### src/rtl/sparse_csr_stream_encoder.sv
// Streaming CSR encoder: thresholds raster pixels into (value, col) element
// entries plus one cumulative row-pointer entry per row, via an output FIFO.
module sparse_csr_stream_encoder #(
   parameter int DATA_W     = 8,
   parameter int IDX_W      = 8,
   parameter int IMG_W      = 36,
   parameter int IMG_H      = 36,
   parameter int CNT_W      = 16,
   parameter int FIFO_DEPTH = 16
) (
   input  logic              clk,
   input  logic              rst,
   input  logic [DATA_W-1:0] thresh,
   input  logic              in_valid,
   output logic              in_ready,
   input  logic [DATA_W-1:0] in_data,
   output logic              out_valid,
   input  logic              out_ready,
   output logic              out_kind,
   output logic [DATA_W-1:0] out_value,
   output logic [IDX_W-1:0]  out_col,
   output logic [CNT_W-1:0]  out_ptr,
   output logic              frame_done,
   output logic [CNT_W-1:0]  nnz_total,
   output logic              busy
);

   localparam int TOTAL = IMG_W * IMG_H;
   localparam int AW    = $clog2(FIFO_DEPTH);
   localparam int EW    = 1 + DATA_W + IDX_W + CNT_W;

   typedef enum logic [1:0] {IDLE, RUN, FLUSH, DONE} state_t;

   state_t state, state_n;

   logic [EW-1:0]     mem [FIFO_DEPTH];
   logic [AW-1:0]     wr_ptr, rd_ptr;
   logic [AW:0]       count;

   logic [CNT_W-1:0]  pix_cnt, nnz, nnz_inc;
   logic [IDX_W-1:0]  col;
   logic [DATA_W-1:0] thr_q, thr_use;

   logic              accept, keep, eol, last, pop;
   logic [1:0]        n_push;
   logic [EW-1:0]     elem, rptr, ent_a, ent_b;

   logic              h_kind;
   logic [DATA_W-1:0] h_value;
   logic [IDX_W-1:0]  h_col;
   logic [CNT_W-1:0]  h_ptr;

   always_ff @(posedge clk or posedge rst) begin
      if (rst) state <= IDLE;
      else     state <= state_n;
   end

   always_comb begin
      state_n = state;
      unique case (state)
         IDLE:    if (accept) state_n = RUN;
         RUN:     if (accept && last) state_n = FLUSH;
         FLUSH:   if (count == '0) state_n = DONE;
         DONE:    state_n = IDLE;
         default: state_n = IDLE;
      endcase
   end

   always_comb begin
      in_ready   = (state == IDLE || state == RUN) &&
                   (count <= (AW+1)'(FIFO_DEPTH - 2));
      busy       = (state != IDLE);
      frame_done = (state == DONE);
   end

   // The first beat of a frame uses the live threshold; later beats the latched copy.
   assign accept  = in_valid && in_ready;
   assign thr_use = (state == IDLE) ? thresh : thr_q;
   assign keep    = accept && (in_data > thr_use);
   assign eol     = accept && (col == IDX_W'(IMG_W - 1));
   assign last    = (pix_cnt == CNT_W'(TOTAL - 1));
   assign nnz_inc = nnz + CNT_W'(keep);

   assign elem   = {1'b0, in_data, col, {CNT_W{1'b0}}};
   assign rptr   = {1'b1, {DATA_W{1'b0}}, {IDX_W{1'b0}}, nnz_inc};
   assign ent_a  = keep ? elem : rptr;
   assign ent_b  = rptr;
   assign n_push = {1'b0, keep} + {1'b0, eol};

   assign out_valid = (count != '0);
   assign pop       = out_valid && out_ready;

   assign {h_kind, h_value, h_col, h_ptr} = mem[rd_ptr];
   assign out_kind  = out_valid & h_kind;
   assign out_value = out_valid ? h_value : '0;
   assign out_col   = out_valid ? h_col   : '0;
   assign out_ptr   = out_valid ? h_ptr   : '0;

   always_ff @(posedge clk or posedge rst) begin
      if (rst) begin
         pix_cnt   <= '0;
         col       <= '0;
         nnz       <= '0;
         thr_q     <= '0;
         nnz_total <= '0;
      end else if (state == DONE) begin
         pix_cnt   <= '0;
         col       <= '0;
         nnz       <= '0;
         nnz_total <= nnz;
      end else if (accept) begin
         pix_cnt <= pix_cnt + 1'b1;
         col     <= eol ? '0 : col + 1'b1;
         nnz     <= nnz_inc;
         if (state == IDLE) thr_q <= thresh;
      end
   end

   always_ff @(posedge clk or posedge rst) begin
      if (rst) begin
         wr_ptr <= '0;
         rd_ptr <= '0;
         count  <= '0;
      end else begin
         wr_ptr <= wr_ptr + AW'(n_push);
         rd_ptr <= rd_ptr + AW'(pop);
         count  <= count + (AW+1)'(n_push) - (AW+1)'(pop);
      end
   end

   // Element always lands ahead of its row pointer when both occur on one beat.
   always_ff @(posedge clk) begin
      if (n_push != 2'd0) mem[wr_ptr] <= ent_a;
      if (n_push == 2'd2) mem[wr_ptr + AW'(1)] <= ent_b;
   end

endmodule
### config.mk
export PLATFORM = sky130hd
export DESIGN_NAME = sparse_csr_stream_encoder
export DESIGN_NICKNAME = d
export VERILOG_FILES = /design/src/rtl/sparse_csr_stream_encoder.sv
export SDC_FILE = /design/constraint.sdc
export NUM_CORES = 1
export LEC_CHECK = 0
export BUFFER_PORTS_ARGS = -buffer_cell sky130_fd_sc_hd__buf_2
export CELL_PAD_IN_SITES_DETAIL_PLACEMENT = 2
export CELL_PAD_IN_SITES_GLOBAL_PLACEMENT = 2
export CORE_AREA = 2 2 229 276
export CTS_CLUSTER_DIAMETER = 40
export DETAILED_ROUTE_END_ITERATION = 12
export DIE_AREA = 0 0 231 278
export PLACE_DENSITY_LB_ADDON = 0.1
export SYNTH_ARGS = -nofsm -noshare
export SYNTH_HDL_FRONTEND = slang
export SYNTH_SLANG_ARGS = --single-unit
### constraint.sdc
create_clock -name clk -period 5.4 [get_ports clk]
set_input_delay 1.08 -clock clk [delete_from_list [all_inputs] [get_ports clk]]
set_output_delay 1.08 -clock clk [all_outputs]
set_load 0.005 [all_outputs]
# Yosys cells after proc, flatten, opt, wreduce, memory -nomap -nowiden
# Memory sizes are Yosys's and may differ from the RTL's.
# Index checks and enable logic that the tools add are counted.
totals:
  output_inout_bits: 53
  register_bits: 79
  word_cells: 67
  ramBits: 528
  memories: 1
  in_bits: 20
op_classes:
  magnitude_cmp: 2
  add_sub_neg: 9
  bitwise: 2
  n_reduce_logical: 15
  muxes: 20
  eq_ne: 9
memory_table:
  columns: ["memory", "depth", "word_bits", "read_ports", "rd_ports_with_merged_regs", "write_ports", "line", "source"]
  rows:
  - ["mem", 16, 33, 1, 0, 2, "36", "logic [EW-1:0] mem [FIFO_DEPTH];"]
ops:
  columns: ["op", "n"]
  rows:
  - ["two-way mux 16 bit", 5]
  - ["two-way mux 8 bit", 6]
  - ["two-way mux 33 bit", 1]
  - ["adder 16 x 1 -> 16 bit", 1]
  - ["adder 16 x 1 -> 16 bit (second input constant)", 1]
  - ["== test 16 x 11 -> 1 bit (second input constant)", 1]
  - ["adder 8 x 1 -> 8 bit (second input constant)", 1]
  - ["== test 8 x 6 -> 1 bit (second input constant)", 1]
  - ["> comparator 8 bit", 1]
  - ["one-hot mux 2 bit (4 select lines)", 1]
  - ["== test 2 bit (second input constant)", 3]
  - ["logical AND 1 bit", 6]
  - ["two-way mux 2 bit", 3]
  - ["inequality test 2 bit (second input constant)", 3]
  - ["nonzero test 2 bit", 3]
  - ["adder 5 x 2 -> 5 bit", 1]
  - ["<= comparator 5 x 4 -> 1 bit (second input constant)", 1]
  - ["logical NOT 5 bit", 1]
  - ["nonzero test 5 bit", 1]
  - ["subtractor 5 x 1 -> 5 bit", 1]
  - ["adder 4 x 1 -> 4 bit", 1]
  - ["adder 4 x 1 -> 4 bit (second input constant)", 1]
  - ["adder 4 x 2 -> 4 bit", 1]
  - ["two-way mux 1 bit", 4]
  - ["other kinds (8)", 8]

# Longest topological paths before layout
# Gate-level depths: netlist of run 1.
logic_depth:
  ltp_word: 9
  mapped_depth: 23
  ltp_nobuf: 19

# Worst setup path before layout of run 1
# No wires, ideal clock.
synth_path:
  path_kind: "register to register"
  startpoint: "register state[0]"
  endpoint: "memory mem[0][12] (netlist name) (data pin)"
  arrival_ps: 4210
  setup_time_ps: 271
  path_stages_with_launch: 20
  path_slack_ps: 919
  t_required_ps: 5129
  period_less_slack_ps: 4481
  cell_sequence: "dfrtp_1 > inv_1 > ha_1 > clkbuf_1 > mux2_2 > ha_1 > nand4_1 > or2_2 > o211a_1 > buf_6 > buf_4 > buf_2 > ha_1 > nand3_1 > nor2_1 > nor2_1 > inv_1 > o21ai_2 > buf_2 > nor2_1"
synth_lines:
  columns: ["element", "line", "source"]
  rows:
  - ["start, declared", "34", "state_t state, state_n;"]
  - ["start signal, assigned", "55", "else state <= state_n;"]
  - ["end, declared", "36", null]

==> flow_summary.yaml, run 1 <==
critical_path:
  cp-start-kind: "register"
  crit_buf_inv: 4
  crit_chain: "inv_1 -> ha_1 -> buf_4 -> mux2i_1 -> ha_1 -> nand4b_1 -> a31oi_1 -> o211a_2 -> inv_6 -> ha_1 -> or3b_2 -> nor2_1 -> nor2_1 -> inv_2 -> o21ai_4 -> nor2_1"
  end_kind: "register"
  slowest_stage: "or3b_2"
  arrival_ns: 5.39
  cp_data_required_time_ns: 5.88
  crit_family: "simple AND/OR/NAND/NOR gates"
  slowest_delay_ns: 0.54
  crit_fanout: 18
  critPathKind: "reg -> reg"
sta:
  slew_violations: 0
  finalSetupViolations: 0
  min_period_ns: 4.917
  slew_headroom_pct: 26.93
  rsz0062_at_grt: "false"
  finalCritPeriodShare_pct: 91.05
  fin_ws_ns: 0.4832
  worstMarginPinSlew_ns: 1.093
  finalSetupTns_ns: 0
  fin_skew_ns: 0.02386
  hold_viol_final: 0
  fmax_mhz: 203.4
grt:
  grt_pass1_vias: 21318
  antenna_found_initial: 0
  grt_pass1_wl_um: 139700
  grt_remaining_overflow: 0
  grt_max_degree: 54
  track_usage_pct: 29.49
clock_tree:
  cts_tree: "built"
  cts_buffer_depth: 3
  clkTransAtPathRegs_ns: 0.06
  clock_latency_ns: 0.65
  cts_sinks: 607
  post_cts_resized: 0
  cts_setup_buffers: 0
  cts_buffers: 94
  h-tree-depth: 3
  cts_root_buffer: "clkbuf_16"
  cts_hold_buf: 0
layout:
  syn_to_final_growth_pct: 17.51
  nNetsFinal: 2347
  finalCoreUtilization_pct: 49.97
  nFillCells: 6009
  final_cell_mix: "nand2_1 (327), nor2_1 (325), dfxtp_1 (272)"
  num_antenna_cells: 0
  layout_commonest_cell: "nand2_1"
  drive_gt1_share_pct: 22.74
  multi_input_area_um2: 10170
  final_area_um2: 30760
  register_area_um2: 15120
  layout.cells.non_filler: 3191
synthesis:
  ys_top_cells_by_area: "edfxtp_1 (29%), dfxtp_1 (21%), mux4_2 (14%)"
  synth_edf_count: 256
  syn_nets: 2262
  ys_ff_latch: 607
  synthesis.area_um2: 26180
  yosysTopAreaCell: "edfxtp_1"
  async_flop_share_pct: 13.01
  synth_cell_types: 60
  yosysWarnings: 0
  synth_top_flop_cell: "dfxtp_1"
  syn_avg_cell_area_um2: 11.86
  ys_seq_area_share_pct: 57.72
  syn-instance-count: 2208
  synth_top_area_share_pct: 29.36
floorplan:
  die_h_um: 278
  fp.dieW_um: 231
  core_um2: 61560
  pin_count: 73
  initial_core_util_pct: 42.53
  rows: 100
  dieArea_um2: 64220
route:
  vias_per_cell: 5.809
  antenna_left: 0
  num_vias: 18536
  drc: 0
  post_drt_wl_per_cell_um: 28.90
  wirelength_um: 92230
  drtIter0Drc: 1246
  dr.pass1.iters: 4
place:
  dp_cells: 3013
  gp_congestion: 0.8204
  dp_hpwl_um: 57400
  portBuffers: 72
  dpl_cell_area_um2: 27400
  dpl_worst_slack_ns: 0.2235
pwr:
  cellLeakagePower_nw: 11.33
  powerDensity_nw_per_um2: 509.5
  max-vdd-ir-drop_mv: 0.2904
outcome:
  status: "finished clean"
min_path:
  hold_class: "reg -> reg"
job:
  maxCapViolations: 0
-- flip-flops by register name, indices dropped and copies added, names as in the netlist --
signal,cells
mem,528
nnz,16
nnz_total,16
pix_cnt,16
col,8
thr_q,8
count,5
rd_ptr,4
wr_ptr,4
state,2
-- worst paths after layout --
kind | start | endpoint | slack, ns | cells after the start
setup / recovery | state[0] | mem[11][12] | 0.48 | 16
hold / removal | mem[2][16] | mem[2][16] | 0.45 | 2
setup reg to reg | state[0] | mem[11][12] | 0.48 | 16
hold reg to reg | mem[2][16] | mem[2][16] | 0.45 | 2
max in group asynchronous | rst | rd_ptr[0] | 3.78 | 3
min in group asynchronous | rst | thr_q[7] | 0.50 | 2
-- area by class of cell --
| class | count | share of cell area [%] |
|---|---|---|
| Clock buffer | 114 | 8.521 |
| Inverter | 39 | 0.4962 |
| Clock inverter | 64 | 2.396 |
| Tap cell | 816 | 3.319 |
| Timing Repair Buffer | 142 | 3.042 |
| Multi-Input combinational cell | 1409 | 33.08 |
| Sequential cell | 607 | 49.15 |
-- layer usage --
metal / vias to the layer above / part of all wire, % / track usage [%] / wire length (µm)
met1: 9860 / 39 / 33.82 / 35690
met2: 427 / 54 / 55.25 / 50000
met3: 191 / 3.4 / 3.955 / 3136
met4: 0 / 3.7 / 11.25 / 3401
li1: 8058 / - / - / -
met5: - / 0 / 0 / 0
-- report_power, final --
part           total (mW)  switching (mW)  internal [mW]
logic                3.45            1.94           1.52
clock network        6.36            2.41           3.95
registers            5.85           0.596           5.26
-- synth_stat cells, drive strengths merged, types with 2 or more instances --
master,n
mux4,165
o211ai,2
nand2,327
a21o,2
inv,39
mux2i,7
nor3b,4
and3,6
nor2,326
nand4,8
clkbuf,82
or2,2
dfrtp,79
a21oi,25
or3,5
nor3,18
fa,2
or3b,3
xor2,25
nand2b,4
a22o,16
nor2b,6
nand3,24
o21ai,291
dfxtp,272
a2bb2oi,9
ha,32
and2,33
nor4b,3
xnor2,22
edfxtp,256
mux2,20
nor4,2
and4,5
nand3b,3
o211a,2
o2111ai,2
buf,71
-- cells by family after synthesis --
group	after synthesis	synth area share (%)
simple gates	782	12.47
flops	607	57.72
compound gates	354	7.810
buf+inv	192	3.427
mux	192	15.32
xor+xnor	47	1.572
fa+ha+maj	34	1.682
-- stage by stage --
| stage | total power, mW | hold slack, ns |
|---|---|---|
| global placement | 9.258 | 0.4283 |
| floorplan | 8.096 | 0.4198 |
| finish | 15.67 | 0.4522 |
| detailed placement | 9.387 | 0.4434 |
| global route | 16.30 | 0.4769 |
| CTS | 15.81 | 0.4535 |
-- worst register-to-register path, cell delays in order, from the launching register on --
cell and delay (ns):
dfrtp_1 0.40, inv_1 0.11, ha_1 0.41, buf_4 0.23
mux2i_1 0.25, ha_1 0.20, nand4b_1 0.12, a31oi_1 0.15
o211a_2 0.42, inv_6 0.04, ha_1 0.31, or3b_2 0.54
nor2_1 0.27, nor2_1 0.12, inv_2 0.52, o21ai_4 0.40
nor2_1 0.26
Power figures use the tool's default switching activity.
==> run 2: changes to the inputs <==
==> constraint.sdc (replaced) <==
create_clock -name clk -period 5.3 [get_ports clk]
set_input_delay 1.06 -clock clk [delete_from_list [all_inputs] [get_ports clk]]
set_output_delay 1.06 -clock clk [all_outputs]
set_load 0.005 [all_outputs]
==> flow_summary.yaml, run 2 (synthesis gave the netlist of run 1 again) <==
floorplan:
  fp.dieW_um: 231
  die_h_um: 278
  pin_count: 73
  initial_core_util_pct: 42.53
  rows: 100
  core_um2: 61560
  dieArea_um2: 64220
critical_path:
  cp_data_required_time_ns: 5.77
  critPathKind: "reg -> reg"
  worstReg2RegStart: "state[1]"
  crit_fanout: 18
  cp-start-kind: "register"
  critPathLaunch: "state[1]"
  end_kind: "register"
  arrival_ns: 5.35
route:
  post_drt_wl_per_cell_um: 28.73
  num_vias: 18547
  antenna_left: 0
  wl_met3_um: 3342
  routed-wl-met2_um: 49610
  met1Wirelength_um: 34940
  drtIter0Drc: 1190
  drc: 0
  dr.pass1.iters: 5
  top_layer: "met4"
  wirelength_um: 91710
  vias_per_cell: 5.810
layout:
  syn_to_final_growth_pct: 17.44
  nFillCells: 6035
  finalCoreUtilization_pct: 49.94
  nNetsFinal: 2348
  largest_register: "mem"
  drive_gt1_share_pct: 22.69
  layout_commonest_cell: "nand2_1"
  largest_register_ffs: 528
  final_area_um2: 30740
  final_cell_mix: "nand2_1 (327), nor2_1 (325), dfxtp_1 (272)"
  layout.cells.non_filler: 3192
  num_antenna_cells: 0
sta:
  fmax_mhz: 205.2
  finalSetupTns_ns: 0
  slew_violations: 0
  rsz0062_at_grt: "false"
  hold_viol_final: 0
  worstMarginPinSlew_ns: 1.315
  holdWs_ns: 0.4509
  fin_ws_ns: 0.4259
  finalCritPeriodShare_pct: 91.96
  finalSetupViolations: 0
  fin_skew_ns: 0.02729
  slew_headroom_pct: 12.30
  min_period_ns: 4.874
clock_tree:
  cts_root_buffer: "clkbuf_16"
  clock_latency_ns: 0.65
  cts_buffer_depth: 3
  clkTransAtPathRegs_ns: 0.06
  cts_sinks: 607
  cts_hold_buf: 0
  cts_buffers: 96
  h-tree-depth: 3
  cts_tree: "built"
  post_cts_resized: 0
  cts_setup_buffers: 0
pwr:
  power_mw: 16.06
  p_switching_mw: 5.115
  p_comb_share_pct: 22.4
  seq_power_share_pct: 37.0
  p_int_mw: 10.94
  p_clk_share_pct: 40.6
  max-vdd-ir-drop_mv: 0.2915
  cellLeakagePower_nw: 11.35
  p_sw_share_pct: 31.85
  powerDensity_nw_per_um2: 522.4
grt:
  grt_max_degree: 54
  track_usage_pct: 29.27
  grt_remaining_overflow: 0
  grt_pass1_vias: 21341
  grt_pass1_wl_um: 138700
  antenna_found_initial: 1
place:
  dp_hpwl_um: 57810
  dpl_cell_area_um2: 27410
  portBuffers: 72
  gp_congestion: 0.8037
  dpl_worst_slack_ns: 0.4138
  dp_cells: 3012
min_path:
  hold_class: "reg -> reg"
  min_from: "mem[0][27]"
outcome:
  status: "finished clean"
job:
  maxCapViolations: 0
-- run 2: final cells by class --
cell class              instances  area [µm²]  share of cell area [%]
repair buffers                141       940.9                   3.060
multi-input cells            1409       10170                   33.09
well taps                     816        1021                   3.321
inverters                      39       152.6                  0.4965
flip-flops and latches        607       15120                   49.18
clock inverters                67       734.5                   2.389
clock buffers                 113        2601                   8.461
-- run 2: final timing paths --
| path | to | slack, ns | depth (start not counted) |
|---|---|---|---|
| worst max-delay path | mem[1][10] | 0.43 | 14 |
| worst min-delay path | mem[0][27] | 0.45 | 2 |
| worst max register to register | mem[1][10] | 0.43 | 14 |
| worst min register to register | mem[0][27] | 0.45 | 2 |
| max in group asynchronous | nnz[11] | 3.74 | 3 |
| min in group asynchronous | thr_q[4] | 0.47 | 2 |
-- run 2: power groups by stage --
| stage | clock network (mW) | registers, mW | logic, mW |
|---|---|---|---|
| 4_1_cts | 6.61 | 5.95 | 3.65 |
| 6_report | 6.52 | 5.95 | 3.59 |
| 3_3_place_gp | 0 | 5.99 | 3.50 |
| 3_5_place_dp | 0 | 6.03 | 3.61 |
| 2_1_floorplan | 0 | 5.63 | 2.62 |
| 5_1_grt | 6.81 | 6.02 | 3.86 |
-- run 2: worst max-delay path: stages, from the launching register on --
cell and delay (ns):
dfrtp_1 0.42, inv_1 0.11, ha_1 0.53, mux2_2 0.43, ha_1 0.19, nand4b_1 0.17
a31oi_1 0.14, o211a_1 0.38, ha_1 0.39, or3b_1 0.50, nor3_2 0.29, nor2_1 0.13
inv_2 0.38, o21ai_2 0.37, nor2_1 0.27
-- run 2: metal layers --
metal | vias to the layer above | global-route usage (%)
met3 | 201 | 3.852
met4 | 0 | 12.75
met2 | 482 | 54.31
li1 | 8058 | -
met5 | - | 0
met1 | 9806 | 33.43
==> run 3: changes to the inputs <==
--- a/config.mk
+++ b/config.mk
@@ -5,13 +5,15 @@
 export SDC_FILE = /design/constraint.sdc
 export NUM_CORES = 1
 export LEC_CHECK = 0
+export ABC_AREA = 1
 export BUFFER_PORTS_ARGS = -buffer_cell sky130_fd_sc_hd__buf_2
+export CAP_MARGIN = 20
 export CELL_PAD_IN_SITES_DETAIL_PLACEMENT = 2
 export CELL_PAD_IN_SITES_GLOBAL_PLACEMENT = 2
-export CORE_AREA = 2 2 229 276
+export CORE_AREA = 2 2 270 325
 export CTS_CLUSTER_DIAMETER = 40
 export DETAILED_ROUTE_END_ITERATION = 12
-export DIE_AREA = 0 0 231 278
+export DIE_AREA = 0 0 272 327
 export PLACE_DENSITY_LB_ADDON = 0.1
 export SYNTH_ARGS = -nofsm -noshare
 export SYNTH_HDL_FRONTEND = slang
==> flow_summary.yaml, run 3 <==
layout:
  num_antenna_cells: 0
  layout.cells.non_filler: 5475
  drive_gt1_share_pct: 9.712
  multi_input_area_um2: 14220
  largest_register: "mem"
  largest_register_ffs: 528
  register_area_um2: 15120
  final_cell_mix: "nand2_1 (1679), nand3_1 (477), nor2_1 (372)"
  syn_to_final_growth_pct: 17.16
  nFillCells: 9841
  layout_commonest_cell: "nand2_1"
  nNetsFinal: 4287
sta:
  finalCritPeriodShare_pct: 88.35
  slew_violations: 0
  rsz0062_at_grt: "false"
  fin_ws_ns: 0.6174
  slew_headroom_pct: 17.36
  fmax_mhz: 213.6
  min_period_ns: 4.683
  finalSetupViolations: 0
  fin_skew_ns: 0.02229
  worstMarginPinSlew_ns: 1.240
  finalSetupTns_ns: 0
  hold_viol_final: 0
route:
  dr.pass1.iters: 5
  num_vias: 30583
  drc: 0
  antenna_left: 0
  vias_per_cell: 5.586
  drtIter0Drc: 1790
  wirelength_um: 127700
  post_drt_wl_per_cell_um: 23.33
grt:
  grtUsageMet2_pct: 52.12
  grt_max_degree: 214
  use_met1_pct: 35.17
  grt_pass1_wl_um: 199200
  track_usage_pct: 28.83
  met3_usage_pct: 3.416
  grt_remaining_overflow: 0
  antenna_found_initial: 0
  busiest_layer: "met2"
  grt_pass1_vias: 33613
clock_tree:
  cts_buffers: 120
  post_cts_resized: 0
  cts_tree: "built"
  cts_hold_buf: 0
  cts_root_buffer: "clkbuf_16"
  h-tree-depth: 3
  cts_sinks: 607
  cts_buffer_depth: 3
  clkTransAtPathRegs_ns: 0.05
  clock_latency_ns: 0.69
  cts_setup_buffers: 0
synthesis:
  syn-instance-count: 4304
  ys_ff_latch: 607
  synth_cell_types: 36
  synthesis.area_um2: 31420
  synth_top_flop_cell: "dfxtp_1"
  async_flop_share_pct: 13.01
  syn_nets: 4358
  syn_avg_cell_area_um2: 7.299
  yosysWarnings: 0
  synth_edf_count: 256
  yosysMostFrequentCell: "nand2_1"
  synth_top_area_share_pct: 24.47
  ys_seq_area_share_pct: 48.09
  yosysTopAreaCell: "edfxtp_1"
  ys_top_cells_by_count: "nand2_1 (1680), nand3_1 (477), nor2_1 (373), dfxtp_1 (272), nand4_1 (270)"
  ys_top_cells_by_area: "edfxtp_1 (24%), nand2_1 (20%), dfxtp_1 (17%)"
critical_path:
  arrival_ns: 3.62
  crit_family: "buffers and inverters"
  slowest_delay_ns: 0.78
  cp_data_required_time_ns: 4.24
  cp.depth: 9
  crit_chain: "inv_8 -> buf_4 -> nand2_1 -> nand2_1 -> nand2_1 -> nand3_1 -> nand3_1 -> a21oi_1 -> buf_2"
  slowest_stage: "dfrtp_4"
  critPathKind: "reg -> out"
  crit_buf_inv: 3
  worst_r2r_path_depth: 16
  end_kind: "output port"
  cp-start-kind: "register"
  cp_common_cell: "nand2_1"
  crit_fanout: 77
outcome:
  status: "finished clean"
floorplan:
  core_um2: 85780
  dieArea_um2: 88940
  fp.dieW_um: 272
  pin_count: 73
  rows: 118
  die_h_um: 327
  initial_core_util_pct: 36.62
pwr:
  cellLeakagePower_nw: 16.99
  powerDensity_nw_per_um2: 542.4
  max-vdd-ir-drop_mv: 0.7171
min_path:
  hold_class: "reg -> reg"
  min_path_cells: 2
place:
  dp_hpwl_um: 75660
  portBuffers: 72
  dp_cells: 5251
  dpl_worst_slack_ns: 0.7924
  gp_congestion: 0.7884
job:
  maxCapViolations: 0
run 3: cell count changes after synthesis, sizes merged, moves of 31 or more:
cell    before   now
nand2      327  1681
nand3       24   478
nand4        8   270
mux4       165     0
buf         71   209
inv         39   163
o21ai      291   198
clkbuf      82   161
nor2       326   388
and2        33     2
run 3: final timing paths:
check                      startpoint         end  slack [ns]
max                         rd_ptr[0]  out_col[1]        0.62
min                        mem[3][31]  mem[3][31]        0.45
max reg2reg                  state[1]  mem[2][13]        0.78
min reg2reg                mem[3][31]  mem[3][31]        0.45
max in group asynchronous         rst     nnz[10]        3.77
min in group asynchronous         rst  pix_cnt[3]        0.53
run 3: per-stage QoR:
step | power, mW | cell area, µm² | util [%] | hold WS [ns]
detailed placement | 12.23 | 32670 | 38.09 | 0.4406
CTS | 20.12 | 36810 | 42.91 | 0.4511
finish | 19.96 | 36810 | 42.91 | 0.4484
global route | 20.96 | 36810 | 42.91 | 0.4624
floorplan | 9.588 | 31420 | - | 0.4214
global placement | 12.11 | 32670 | 38.09 | 0.4316
run 3: cell families after synthesis:
logic type / share of synthesized area [%]
AO/OA/AOI/OAI: 4.604
XOR/XNOR: 0.4740
adder cells (fa/ha/maj): 1.402
buffers and inverters: 7.141
flip-flops: 48.09
multiplexers: 0.1593
AND/OR/NAND/NOR: 38.13
run 3: cell type report:
type	instances	area share [%]
clock inverter	72	1.972
sequential	607	41.08
multi-input combinational	3160	38.64
timing repair buffer	177	3.426
tap	1140	3.875
clock buffer	152	9.270
inverter	167	1.734
run 3: tightest hold or removal path, delay by kind of cell, from the launching register on:
kind             cells  cell delay [ns]
flip-flops           1             0.30
AND/OR/NAND/NOR      2             0.10
run 3: per-layer routing:
metal | part of all wire [%] | vias up
met5 | 0 | -
met4 | 3.3 | 0
met3 | 3.3 | 228
met2 | 51 | 606
met1 | 42 | 15715
li1 | - | 14034
run 3: power by group:
part           switching [mW]  internal [mW]  leakage, nW
logic                    4.99           1.67         9.04
registers               0.380           5.15         5.92
clock network            2.72           5.06         2.03
total                    8.08           11.9         17.0
